--- config.mk ---
export PLATFORM = sky130hd
export DESIGN_NAME = instruction_encoder_flat
export DESIGN_NICKNAME = d
export VERILOG_FILES = /design/src/rtl/instruction_encoder_pkg.sv /design/src/rtl/instruction_encoder_if.sv /design/src/rtl/instr_fifo.sv /design/src/rtl/instruction_encoder.sv /design/src/flat_wrapper.sv
export SDC_FILE = /design/constraint.sdc
export NUM_CORES = 1
export LEC_CHECK = 0
export CAP_MARGIN = 20
export CORE_AREA = 4 4 95 97
export CTS_BUF_LIST = sky130_fd_sc_hd__clkbuf_4 sky130_fd_sc_hd__clkbuf_8
export DETAILED_ROUTE_END_ITERATION = 7
export DIE_AREA = 0 0 99 101
export PLACE_DENSITY = 0.66
export SYNTH_ARGS = -nofsm -noshare
export SYNTH_HDL_FRONTEND = slang
export SYNTH_SLANG_ARGS = --single-unit
--- constraint.sdc ---
create_clock -name clk -period 4.2 [get_ports clk]
set_clock_uncertainty 0.1 [all_clocks]
set_input_delay 0.84 -clock clk [delete_from_list [all_inputs] [get_ports clk]]
set_output_delay 0.84 -clock clk [all_outputs]
set_load 0.02 [all_outputs]
--- src/rtl/instruction_encoder_pkg.sv ---
// Shared definitions for the instruction encoder.
// Contents: opcode constants, bit positions of each encoded field, FIFO depth,
// maximum loop nesting depth, the input field bundle type and the word encoder.
package instruction_encoder_pkg;

    localparam int INSTR_W        = 18;
    localparam int OPCODE_W       = 5;
    localparam int FIFO_DEPTH     = 4;
    localparam int MAX_LOOP_DEPTH = 4;
    localparam int DEPTH_W        = 3;

    localparam logic [OPCODE_W-1:0] OP_MUL            = 5'd4;
    localparam logic [OPCODE_W-1:0] OP_MAX            = 5'd7;
    localparam logic [OPCODE_W-1:0] OP_SUM            = 5'd8;
    localparam logic [OPCODE_W-1:0] OP_COPY           = 5'd13;
    localparam logic [OPCODE_W-1:0] OP_ZERO           = 5'd14;
    localparam logic [OPCODE_W-1:0] OP_LOAD           = 5'd15;
    localparam logic [OPCODE_W-1:0] OP_STORE          = 5'd16;
    localparam logic [OPCODE_W-1:0] OP_START_IND_LOOP = 5'd17;
    localparam logic [OPCODE_W-1:0] OP_START_LOOP     = 5'd18;
    localparam logic [OPCODE_W-1:0] OP_JUMP_END_LOOP  = 5'd19;
    localparam logic [OPCODE_W-1:0] OP_FIRST_ILLEGAL  = 5'd20;

    // Bit positions (LSB of each field) inside the encoded word
    localparam int OPCODE_LSB = 13;
    localparam int FLAG_BIT   = 12;
    localparam int CP_SRC_LSB = 11;
    localparam int CP_DST_LSB = 9;
    localparam int APU_LSB    = 9;
    localparam int LS_REG_LSB = 7;
    localparam int HEIGHT_LSB = 5;
    localparam int WIDTH_LSB  = 3;
    localparam int ZERO_BIT   = 2;
    localparam int SKIP_BIT   = 1;
    localparam int LOOP_LSB   = 10;

    typedef struct packed {
        logic       flag;
        logic [3:0] apu;
        logic [1:0] reg_a;
        logic [1:0] reg_b;
        logic [1:0] height;
        logic [1:0] width;
        logic       zero_flag;
        logic       skip_flag;
        logic [2:0] loop_count;
    } fields_t;

    // Packs only the fields that belong to the opcode; every other bit is 0.
    function automatic logic [INSTR_W-1:0] encode_word(input logic [OPCODE_W-1:0] op,
                                                       input fields_t f);
        logic [INSTR_W-1:0] w;
        w = '0;
        w[OPCODE_LSB +: OPCODE_W] = op;
        case (op)
            OP_MUL, OP_MAX, OP_SUM: w[FLAG_BIT] = f.flag;
            OP_COPY: begin
                w[CP_SRC_LSB +: 2] = f.reg_a;
                w[CP_DST_LSB +: 2] = f.reg_b;
            end
            OP_ZERO: w[CP_SRC_LSB +: 2] = f.reg_a;
            OP_LOAD, OP_STORE: begin
                w[APU_LSB +: 4]    = f.apu;
                w[LS_REG_LSB +: 2] = f.reg_a;
                w[HEIGHT_LSB +: 2] = f.height;
                w[WIDTH_LSB +: 2]  = f.width;
                if (op == OP_LOAD) begin
                    w[ZERO_BIT] = f.zero_flag;
                    w[SKIP_BIT] = f.skip_flag;
                end
            end
            OP_START_IND_LOOP, OP_START_LOOP, OP_JUMP_END_LOOP:
                w[LOOP_LSB +: 3] = f.loop_count;
            default: ;
        endcase
        return w;
    endfunction

endpackage

--- src/rtl/instruction_encoder_if.sv ---
// Bus bundle of the instruction encoder.
// Upstream: in_valid/in_ready handshake plus instruction fields.
// Downstream: out_valid/out_ready handshake plus 18-bit out_raw word.
// Status: sticky err_illegal/err_loop, err_clear request, loop_depth.
// slave = encoder side, master = producer/consumer side.
interface instruction_encoder_if;
    import instruction_encoder_pkg::*;

    logic                in_valid;
    logic                in_ready;
    logic [OPCODE_W-1:0] opcode;
    logic                flag;
    logic [3:0]          apu;
    logic [1:0]          reg_a;
    logic [1:0]          reg_b;
    logic [1:0]          height;
    logic [1:0]          width;
    logic                zero_flag;
    logic                skip_flag;
    logic [2:0]          loop_count;
    logic                out_valid;
    logic                out_ready;
    logic [INSTR_W-1:0]  out_raw;
    logic                err_illegal;
    logic                err_loop;
    logic                err_clear;
    logic [DEPTH_W-1:0]  loop_depth;

    modport slave (
        input  in_valid, opcode, flag, apu, reg_a, reg_b, height, width,
               zero_flag, skip_flag, loop_count, out_ready, err_clear,
        output in_ready, out_valid, out_raw, err_illegal, err_loop, loop_depth
    );

    modport master (
        output in_valid, opcode, flag, apu, reg_a, reg_b, height, width,
               zero_flag, skip_flag, loop_count, out_ready, err_clear,
        input  in_ready, out_valid, out_raw, err_illegal, err_loop, loop_depth
    );

endinterface

--- src/rtl/instr_fifo.sv ---
// Small synchronous FIFO holding encoded instruction words.
// Ports: clk, rst_n (async active-low), push/wdata (write), pop (read),
// rvalid/rdata (head word, rdata is 0 when empty), count (occupancy).
module instr_fifo #(
    parameter  int WIDTH = 18,
    parameter  int DEPTH = 4,
    localparam int PTR_W = (DEPTH > 1) ? $clog2(DEPTH) : 1,
    localparam int CNT_W = $clog2(DEPTH + 1)
) (
    input  logic             clk,
    input  logic             rst_n,
    input  logic             push,
    input  logic [WIDTH-1:0] wdata,
    input  logic             pop,
    output logic             rvalid,
    output logic [WIDTH-1:0] rdata,
    output logic [CNT_W-1:0] count
);

    logic [WIDTH-1:0] mem_q [DEPTH];
    logic [PTR_W-1:0] wr_ptr_q, wr_ptr_d;
    logic [PTR_W-1:0] rd_ptr_q, rd_ptr_d;
    logic [CNT_W-1:0] count_q, count_d;
    logic             push_ok, pop_ok;

    function automatic logic [PTR_W-1:0] ptr_inc(input logic [PTR_W-1:0] p);
        return (p == PTR_W'(DEPTH - 1)) ? '0 : p + 1'b1;
    endfunction

    always_comb begin
        push_ok  = push && (count_q != CNT_W'(DEPTH));
        pop_ok   = pop && (count_q != '0);
        wr_ptr_d = push_ok ? ptr_inc(wr_ptr_q) : wr_ptr_q;
        rd_ptr_d = pop_ok ? ptr_inc(rd_ptr_q) : rd_ptr_q;
        case ({push_ok, pop_ok})
            2'b10:   count_d = count_q + 1'b1;
            2'b01:   count_d = count_q - 1'b1;
            default: count_d = count_q;
        endcase
    end

    always_ff @(posedge clk or negedge rst_n) begin
        if (!rst_n) begin
            wr_ptr_q <= '0;
            rd_ptr_q <= '0;
            count_q  <= '0;
        end else begin
            wr_ptr_q <= wr_ptr_d;
            rd_ptr_q <= rd_ptr_d;
            count_q  <= count_d;
        end
    end

    // Storage needs no reset: an empty count masks whatever it holds.
    always_ff @(posedge clk) begin
        if (push_ok) mem_q[wr_ptr_q] <= wdata;
    end

    assign rvalid = (count_q != '0);
    assign rdata  = rvalid ? mem_q[rd_ptr_q] : '0;
    assign count  = count_q;

endmodule

--- src/rtl/instruction_encoder.sv ---
// Instruction encoder: accepts instruction field sets, packs them into 18-bit
// words and queues them in a 4-entry FIFO; tracks loop nesting and flags
// illegal opcodes and loop over/underflow.
// Ports: clk, reset (async active-low), bus (instruction_encoder_if.slave).
module instruction_encoder
    import instruction_encoder_pkg::*;
(
    input  logic                  clk,
    input  logic                  reset,
    instruction_encoder_if.slave  bus
);

    logic [DEPTH_W-1:0] loop_depth_q, loop_depth_d;
    logic               err_illegal_q, err_illegal_d;
    logic               err_loop_q, err_loop_d;
    logic               rdy_en_q, rdy_en_d;
    fields_t            fields;
    logic [INSTR_W-1:0] word;
    logic [2:0]         fifo_count;
    logic               accept, illegal, is_open, is_close, loop_err, push, pop;

    always_comb begin
        fields = '{flag: bus.flag, apu: bus.apu, reg_a: bus.reg_a, reg_b: bus.reg_b,
                   height: bus.height, width: bus.width, zero_flag: bus.zero_flag,
                   skip_flag: bus.skip_flag, loop_count: bus.loop_count};
        word     = encode_word(bus.opcode, fields);
        accept   = bus.in_valid && bus.in_ready;
        illegal  = (bus.opcode >= OP_FIRST_ILLEGAL);
        is_open  = (bus.opcode == OP_START_IND_LOOP) || (bus.opcode == OP_START_LOOP);
        is_close = (bus.opcode == OP_JUMP_END_LOOP);
        loop_err = (is_close && (loop_depth_q == '0)) ||
                   (is_open && (loop_depth_q == DEPTH_W'(MAX_LOOP_DEPTH)));
        // Illegal and loop-faulting instructions are still consumed, just dropped.
        push     = accept && !illegal && !loop_err;
        pop      = bus.out_valid && bus.out_ready;

        loop_depth_d = loop_depth_q;
        if (push && is_open)  loop_depth_d = loop_depth_q + 3'd1;
        if (push && is_close) loop_depth_d = loop_depth_q - 3'd1;

        // A fresh error outranks a same-cycle clear.
        err_illegal_d = (accept && illegal) || (err_illegal_q && !bus.err_clear);
        err_loop_d    = (accept && !illegal && loop_err) || (err_loop_q && !bus.err_clear);
        rdy_en_d      = 1'b1;
    end

    always_ff @(posedge clk or negedge reset) begin
        if (!reset) begin
            loop_depth_q  <= '0;
            err_illegal_q <= 1'b0;
            err_loop_q    <= 1'b0;
            rdy_en_q      <= 1'b0;
        end else begin
            loop_depth_q  <= loop_depth_d;
            err_illegal_q <= err_illegal_d;
            err_loop_q    <= err_loop_d;
            rdy_en_q      <= rdy_en_d;
        end
    end

    instr_fifo #(
        .WIDTH (INSTR_W),
        .DEPTH (FIFO_DEPTH)
    ) u_fifo (
        .clk    (clk),
        .rst_n  (reset),
        .push   (push),
        .wdata  (word),
        .pop    (pop),
        .rvalid (bus.out_valid),
        .rdata  (bus.out_raw),
        .count  (fifo_count)
    );

    // rdy_en_q holds in_ready low through reset and releases it one edge later;
    // a pop in the same cycle does not make room for a push.
    assign bus.in_ready    = rdy_en_q && (fifo_count != 3'(FIFO_DEPTH));
    assign bus.err_illegal = err_illegal_q;
    assign bus.err_loop    = err_loop_q;
    assign bus.loop_depth  = loop_depth_q;

endmodule

--- src/flat_wrapper.sv ---
// flat-port wrapper written by rule: the top's interface ports become plain ports
module instruction_encoder_flat import instruction_encoder_pkg::*;
  (clk, reset, bus_in_valid, bus_opcode, bus_flag, bus_apu, bus_reg_a, bus_reg_b, bus_height, bus_width, bus_zero_flag, bus_skip_flag, bus_loop_count, bus_out_ready, bus_err_clear, bus_in_ready, bus_out_valid, bus_out_raw, bus_err_illegal, bus_err_loop, bus_loop_depth);
  instruction_encoder_if bus_i ();
  input  logic clk;
  input  logic reset;
  input wire logic [$bits(bus_i.in_valid)-1:0] bus_in_valid;
  input wire logic [$bits(bus_i.opcode)-1:0] bus_opcode;
  input wire logic [$bits(bus_i.flag)-1:0] bus_flag;
  input wire logic [$bits(bus_i.apu)-1:0] bus_apu;
  input wire logic [$bits(bus_i.reg_a)-1:0] bus_reg_a;
  input wire logic [$bits(bus_i.reg_b)-1:0] bus_reg_b;
  input wire logic [$bits(bus_i.height)-1:0] bus_height;
  input wire logic [$bits(bus_i.width)-1:0] bus_width;
  input wire logic [$bits(bus_i.zero_flag)-1:0] bus_zero_flag;
  input wire logic [$bits(bus_i.skip_flag)-1:0] bus_skip_flag;
  input wire logic [$bits(bus_i.loop_count)-1:0] bus_loop_count;
  input wire logic [$bits(bus_i.out_ready)-1:0] bus_out_ready;
  input wire logic [$bits(bus_i.err_clear)-1:0] bus_err_clear;
  output wire logic [$bits(bus_i.in_ready)-1:0] bus_in_ready;
  output wire logic [$bits(bus_i.out_valid)-1:0] bus_out_valid;
  output wire logic [$bits(bus_i.out_raw)-1:0] bus_out_raw;
  output wire logic [$bits(bus_i.err_illegal)-1:0] bus_err_illegal;
  output wire logic [$bits(bus_i.err_loop)-1:0] bus_err_loop;
  output wire logic [$bits(bus_i.loop_depth)-1:0] bus_loop_depth;
  assign bus_i.in_valid = bus_in_valid;
  assign bus_i.opcode = bus_opcode;
  assign bus_i.flag = bus_flag;
  assign bus_i.apu = bus_apu;
  assign bus_i.reg_a = bus_reg_a;
  assign bus_i.reg_b = bus_reg_b;
  assign bus_i.height = bus_height;
  assign bus_i.width = bus_width;
  assign bus_i.zero_flag = bus_zero_flag;
  assign bus_i.skip_flag = bus_skip_flag;
  assign bus_i.loop_count = bus_loop_count;
  assign bus_i.out_ready = bus_out_ready;
  assign bus_i.err_clear = bus_err_clear;
  assign bus_in_ready = bus_i.in_ready;
  assign bus_out_valid = bus_i.out_valid;
  assign bus_out_raw = bus_i.out_raw;
  assign bus_err_illegal = bus_i.err_illegal;
  assign bus_err_loop = bus_i.err_loop;
  assign bus_loop_depth = bus_i.loop_depth;
  instruction_encoder u_core (.clk(clk), .reset(reset), .bus(bus_i));
endmodule
==> metrics.json <==
{
  "status": "completed",
  "worst-path-max-fanout": 13,
  "synth.net_count": 253,
  "grt_max_degree": 20,
  "ffs_w_async_s_r_synth_pct": 16.0,
  "ir_drop_mv": 0.334,
  "place.detailed.hpwl_mm": 4.35,
  "design.core.area_um2": 8130,
  "hold_crit_class": "reg -> reg",
  "timing_max_transition_violations_final": 0,
  "critPathRequiredTime_ns": 4.33,
  "power_frac_seq_pct": 39.4,
  "floorplan.die_area_um2": 10000,
  "power_density_nw_per_um2": 618,
  "final-setup-viol-count": 0,
  "dpl_cell_area_um2": 4170,
  "cellLeakagePower_nw": 1.56,
  "dieWidth_um": 99,
  "grt-busiest-layer": "met2",
  "die_h_um": 101,
  "synth_cell_type_count": 36,
  "antenna_found_initial": 0,
  "routed_wirelength_mm": 6.61,
  "finish.net_count": 308,
  "slew-limit-headroom_pct": 41.0,
  "ys_seq_area_share_pct": 66.3,
  "cell_internal_pwr_mw": 1.86,
  "ys_seq_elements": 81,
  "htreeDepth": 3,
  "cts_max_path_buffers": 2,
  "layout-drive-gt1-share_pct": 16.0,
  "postSynthAreaPerCell_um2": 16.5,
  "clkTransAtPathRegs_ns": 0.07,
  "vias_in_the_first_global_route": 2059,
  "r2r_setup_slack_ns": 1.50,
  "num_vias": 1939,
  "report.final.hold_viol_count": 0,
  "clock-sinks": 81,
  "finalCritPeriodShare_pct": 81.1,
  "critical_path_arrival_ns": 3.54,
  "area_of_the_mapped_netlist_um2": 3570,
  "setup_total_negative_slack_ns": 0,
  "global_route.overflow_total": 0,
  "setup_crit_end_kind": "flop",
  "clk_root_buffer_cell": "sky130_fd_sc_hd__clkbuf_8",
  "yosys_warnings": 0,
  "initial_core_util_pct": 43.9,
  "power_mw": 2.70,
  "critPathKind": "in -> reg",
  "rsz0062_at_grt": "no",
  "swShare_pct": 31.2,
  "power.combinational.fraction_pct": 38.4,
  "cts_hold_buf": 0,
  "worst_setup_path_start_kind": "input port",
  "synth_enable_flop_cells": 68,
  "antenna_cells": 0,
  "timing_worst_slew_pin_value_ns": 0.885,
  "syn-instance-count": 217,
  "globalRouteMet2Util_pct": 24.2,
  "power_frac_clock_pct": 22.2,
  "fp-row-count": 33,
  "route.detailed.vias_per_inst": 5.10,
  "tritoncts_clock_tree": "yes",
  "insertion_delay_ns": 0.35,
  "ant_nets": 0,
  "grt_use_met3_pct": 4.43,
  "drt-wirelength-per-cell_um": 17.4,
  "gpl.final_weighted_congestion": 0.745,
  "timing.max_cap.violations": 0,
  "cts.repair_timing.setup_buffer_count": 0,
  "final_period_demand_of_the_worst_path_ns": 3.41,
  "io-pin-count": 53,
  "cts-buffers-inserted": 9,
  "fmax_mhz": 294,
  "drt_first_pass_iters": 4,
  "areaGrowthSynthToFinish_pct": 22.4,
  "post-route-drc-count": 0,
  "synth_flop_cell": "sky130_fd_sc_hd__edfxtp_1",
  "grt_util_met1_pct": 17.4,
  "drt_iter0_drc": 100,
  "port_buffers": 51,
  "cts.repair.resized": 0,
  "grt_pass1_wl_mm": 10.6,
  "finalInstanceArea_um2": 4370,
  "grt_usage_pct": 14.2,
  "switching_power_mw": 0.843
}
[final timing paths]
check | start | end | cells past startpoint
min reg2reg | u_core.u_fifo.count[2]$_DFFE_PN0P_ | u_core.u_fifo.count[2]$_DFFE_PN0P_ | 1
min | u_core.u_fifo.count[2]$_DFFE_PN0P_ | u_core.u_fifo.count[2]$_DFFE_PN0P_ | 1
max in group asynchronous | reset | u_core.u_fifo.rd_ptr_q[1]$_DFFE_PN0P_ | 1
max reg2reg | u_core.u_fifo.count[0]$_DFFE_PN0P_ | u_core.bus.loop_depth[2]$_DFFE_PN0P_ | 10
min in group asynchronous | reset | u_core.bus.loop_depth[0]$_DFFE_PN0P_ | 1
max | bus_opcode[0] | u_core.bus.loop_depth[2]$_DFFE_PN0P_ | 11
[registers in the layout, summed over array words and instances (netlist names)]
name and flops:
u_core.u_fifo.count 3, u_core.rdy_en_q 1, u_core.bus.err_illegal 1, u_core.u_fifo.mem_q 68, u_core.bus.err_loop 1, u_core.bus.loop_depth 3, u_core.u_fifo.rd_ptr_q 2, u_core.u_fifo.wr_ptr_q 2
[power groups by stage]
| stage | clock network [mW] | logic [mW] | registers (mW) |
|---|---|---|---|
| 3_3_place_gp | 0 | 1.05 | 1.08 |
| 3_5_place_dp | 0 | 1.06 | 1.09 |
| 6_report | 0.599 | 1.04 | 1.07 |
| 2_1_floorplan | 0 | 0.687 | 1.05 |
| 5_1_grt | 0.648 | 1.13 | 1.08 |
| 4_1_cts | 0.609 | 1.06 | 1.07 |
[cell type report]
| cell class | instances | area (um^2) |
|---|---|---|
| flip-flops and latches | 81 | 2370 |
| well taps | 105 | 131 |
| clock inverters | 5 | 81.3 |
| fillers | 683 | 3760 |
| inverters | 14 | 52.6 |
| repair buffers | 54 | 533 |
| multi-input cells | 112 | 1080 |
| clock buffers | 9 | 124 |
[cells in the final DEF, fill, tap and decap left out, types with 4 or more instances in the layout]
cell type                         count
sky130_fd_sc_hd__dfrtp_1             13
sky130_fd_sc_hd__ha_1                 6
sky130_fd_sc_hd__and2_1              25
sky130_fd_sc_hd__nand3_1              4
sky130_fd_sc_hd__mux4_2              17
sky130_fd_sc_hd__nand2_1              7
sky130_fd_sc_hd__clkbuf_8             9
sky130_fd_sc_hd__edfxtp_1            68
sky130_fd_sc_hd__xnor2_1              7
sky130_fd_sc_hd__clkdlybuf4s50_1     51
sky130_fd_sc_hd__and2_2               5
sky130_fd_sc_hd__inv_1               14
sky130_fd_sc_hd__nor2_1               7
[layer usage]
layer  part of all wire, %  vias up
met5                     0        -
met4                  0.79        0
met3                   4.6        4
met2                    51       41
met1                    43      982
li1                      -      912
[through the flow]
stage	util (%)	hold WS [ns]	cells	worst slack [ns]
2_1_floorplan	-	0.356	217	1.19
3_3_place_gp	51.2	0.385	366	0.487
3_5_place_dp	51.2	0.384	366	0.430
4_1_cts	53.7	0.399	380	0.788
5_1_grt	53.7	0.422	380	0.568
6_report	53.7	0.395	380	0.793
[synth_stat cells, drive strengths merged, types with 2 or more instances]
cell type | number | share of area, %
ha | 6 | 2.1
mux4 | 17 | 11
a222oi | 3 | 0.84
fa | 2 | 1.1
conb | 2 | 0.21
nand2 | 7 | 0.74
mux2i | 3 | 0.84
xnor2 | 7 | 1.7
nand3 | 4 | 0.56
dfrtp | 13 | 9.1
nor2 | 7 | 0.74
o22ai | 3 | 0.53
nor3b | 2 | 0.42
inv | 14 | 1.5
and2 | 30 | 5.4
clkbuf | 3 | 0.32
edfxtp | 68 | 57
buf | 7 | 1.6
and3 | 2 | 0.35
nand3b | 2 | 0.42
xor2 | 2 | 0.49
mux2 | 3 | 1.2
[cells by family (layout without fill, tap and decap cells)]
kind of cell	after synthesis	after routing	share of synthesized area [%]
buf+inv	24	82	3.43
mux	23	23	12.7
xor+xnor	9	9	2.21
simple gates	58	58	9.42
fa+ha+maj	8	8	3.22
flops	81	81	66.3
other cells	2	2	0.210
compound gates	12	12	2.52
[worst max-delay path: stages]
cell and delay [ns]:
sky130_fd_sc_hd__clkdlybuf4s50_1 0.74, sky130_fd_sc_hd__xnor2_1 0.17, sky130_fd_sc_hd__mux2i_1 0.11, sky130_fd_sc_hd__nand2_1 0.08, sky130_fd_sc_hd__or4b_2 0.60, sky130_fd_sc_hd__fa_1 0.43, sky130_fd_sc_hd__nor3b_1 0.19, sky130_fd_sc_hd__a21oi_1 0.06
sky130_fd_sc_hd__nor2_1 0.09, sky130_fd_sc_hd__nand3_1 0.10, sky130_fd_sc_hd__xnor2_1 0.13
Power figures use the tool's default switching activity.
==> edit (same settings) <==
Set the package constant `DEPTH_W` to 2 (it was 3).
--- a/src/rtl/instruction_encoder_pkg.sv
+++ b/src/rtl/instruction_encoder_pkg.sv
@@ -8,5 +8,5 @@
     localparam int FIFO_DEPTH     = 4;
     localparam int MAX_LOOP_DEPTH = 4;
-    localparam int DEPTH_W        = 3;
+    localparam int DEPTH_W        = 2;
 
     localparam logic [OPCODE_W-1:0] OP_MUL            = 5'd4;
Ports: changed (resized bus_loop_depth); port bits go from 53 to 52. No check against the original RTL was run, so the function may have changed too.
==> edit against the original RTL <==
  * Synthesized area fell by 1.7%
  * Worst hold slack improved by 28 ps
  * Power fell by 8.7%
  * Critical endpoint is now bus_out_raw[17]
  * First-iteration DRC count decreased by 41%
  * Final area shrank 2.0%
  * Sequential cell count down 1
  * Worst setup slack better by 67 ps
  * Routed wire length fell by 2.8%
  * Critical path type is now reg -> out
==> edit: results (changes against the original RTL) <==
* Final-stage net count: 296 (-3.9%)
* Iteration-0 DRC Markers: 59 (-41%)
* Number of placed instances, taps included: 355 (-3.0%)
- Via count: 1860 (-4.1%)
- The met1 track demand over resource in global routing came to 17.1% (-0.28 points).
- The number of global-route vias before repair was 1962 (-4.7%).
- Maximum resistive drop on vdd: 284 µV (-15%)
- The global-route met3 utilization came to 2.84% (-1.6 points).
* Outcome: finished clean
- Net count of the mapped netlist: 242 (-4.3%)
* Routability cong.: 0.744 (-0.12%)
- The sum of routed wire segments on met1 was 2780 µm (-3.4%).
* Met2 wire length: 3290 µm (-2.7%)
- Count of flip-flops and latches: 80 (-1.2%)
* Clock Network Area Fraction: 4.29% (-0.40 points)
- The wire length per cell came to 17.4 µm (-0.19%).
- Leading post-synthesis cells by cell area: edfxtp_1, mux4_2, dfrtp_1
- The footprint of the flip-flops and latches came to 0.00234 mm² (-1.1%).
- Area added between synthesis and finish: 21.9%
* Met3 Routed Length: 227 µm (-25%)
- Area after detailed placement: 0.00410 mm² (-1.6%)
- The total global routing track utilization is 13.7% (-0.52 points).
* Tightest Pin Transition: 860 ps (-25.8 ps)
* Fraction of synthesized cell area taken by the top area cell type: 58.1% (+0.98 points)
- Proportion of cell area occupied by multi-input gates: 24.8% (about the same)
* Crit path arrival time: 2400 ps (-1140 ps)
- Post-synth cell types: 45 (+25%)
- FFs w/ async S/R, synth: 15.0% (-1.0 points)
- Static leakage: 1.52 nW (-2.3%)
- The multi-input gate count is 105 (-6.3%).
* Filler cells: 664 (-2.8%)
- Number of inverters outside the clock class in the layout: 13 (-1)
* Final non-clock buffer share: 12.0% (-0.16 points)
- Maximum number of pins on one net before global-route repair: 21 (+5.0%)
- The non-clock buffer count in the final layout came to 52 (-3.7%).
==> edit: cell count changes in the layout (fill, tap and decap cells not counted), sizes merged, moves of 2 or more <==
cell	unedited run	this run
clkinv	1	3
nor2b	0	2
o21ai	1	4
and3	2	0
xnor2	7	2
nand2	7	4
nand3	4	2
o22ai	3	1
mux2i	3	1
==> edit: power by group through the flow <==
| stage | combinational, mW | sequential (mW) | clock, mW |
|---|---|---|---|
| after detailed placement | 0.939 | 1.03 | 0 |
| after global routing | 1.00 | 1.03 | 0.584 |
| after floorplan | 0.632 | 0.988 | 0 |
| after CTS | 0.941 | 1.02 | 0.550 |
| final | 0.917 | 1.01 | 0.536 |
| after global placement | 0.933 | 1.03 | 0 |
==> edit: cell families (layout without fill, tap and decap cells) <==
group	Yosys count	count (layout)	share of synthesized area, %
flip-flops	80	80	66.7
AND/OR/NAND/NOR	53	53	9.23
multiplexers	22	22	12.7
buffers and inverters	22	80	3.10
AO/OA/AOI/OAI	17	17	4.38
adder cells (fa/ha/maj)	7	7	2.71
XOR/XNOR	4	4	0.998
other	2	2	0.214
==> edit: final timing paths <==
kind                                      startpoint                   endpoint  slack (ps)  cells after the start
hold reg to reg               u_core.u_fifo.count[2]     u_core.u_fifo.count[2]         420                      1
hold / removal                u_core.u_fifo.count[2]     u_core.u_fifo.count[2]         420                      1
min in group asynchronous                      reset     u_core.bus.err_illegal         750                      1
max in group asynchronous                      reset  u_core.u_fifo.wr_ptr_q[0]        2880                      1
setup / recovery           u_core.u_fifo.rd_ptr_q[1]            bus_out_raw[17]         860                      3
setup reg to reg              u_core.u_fifo.count[0]     u_core.u_fifo.count[2]        1690                      9
==> edit: worst max-delay path: stages, from the launching register on <==
cell and delay, ps:
dfrtp_1 910, mux4_2 410, and2_1 190, clkdlybuf4s50_1 540
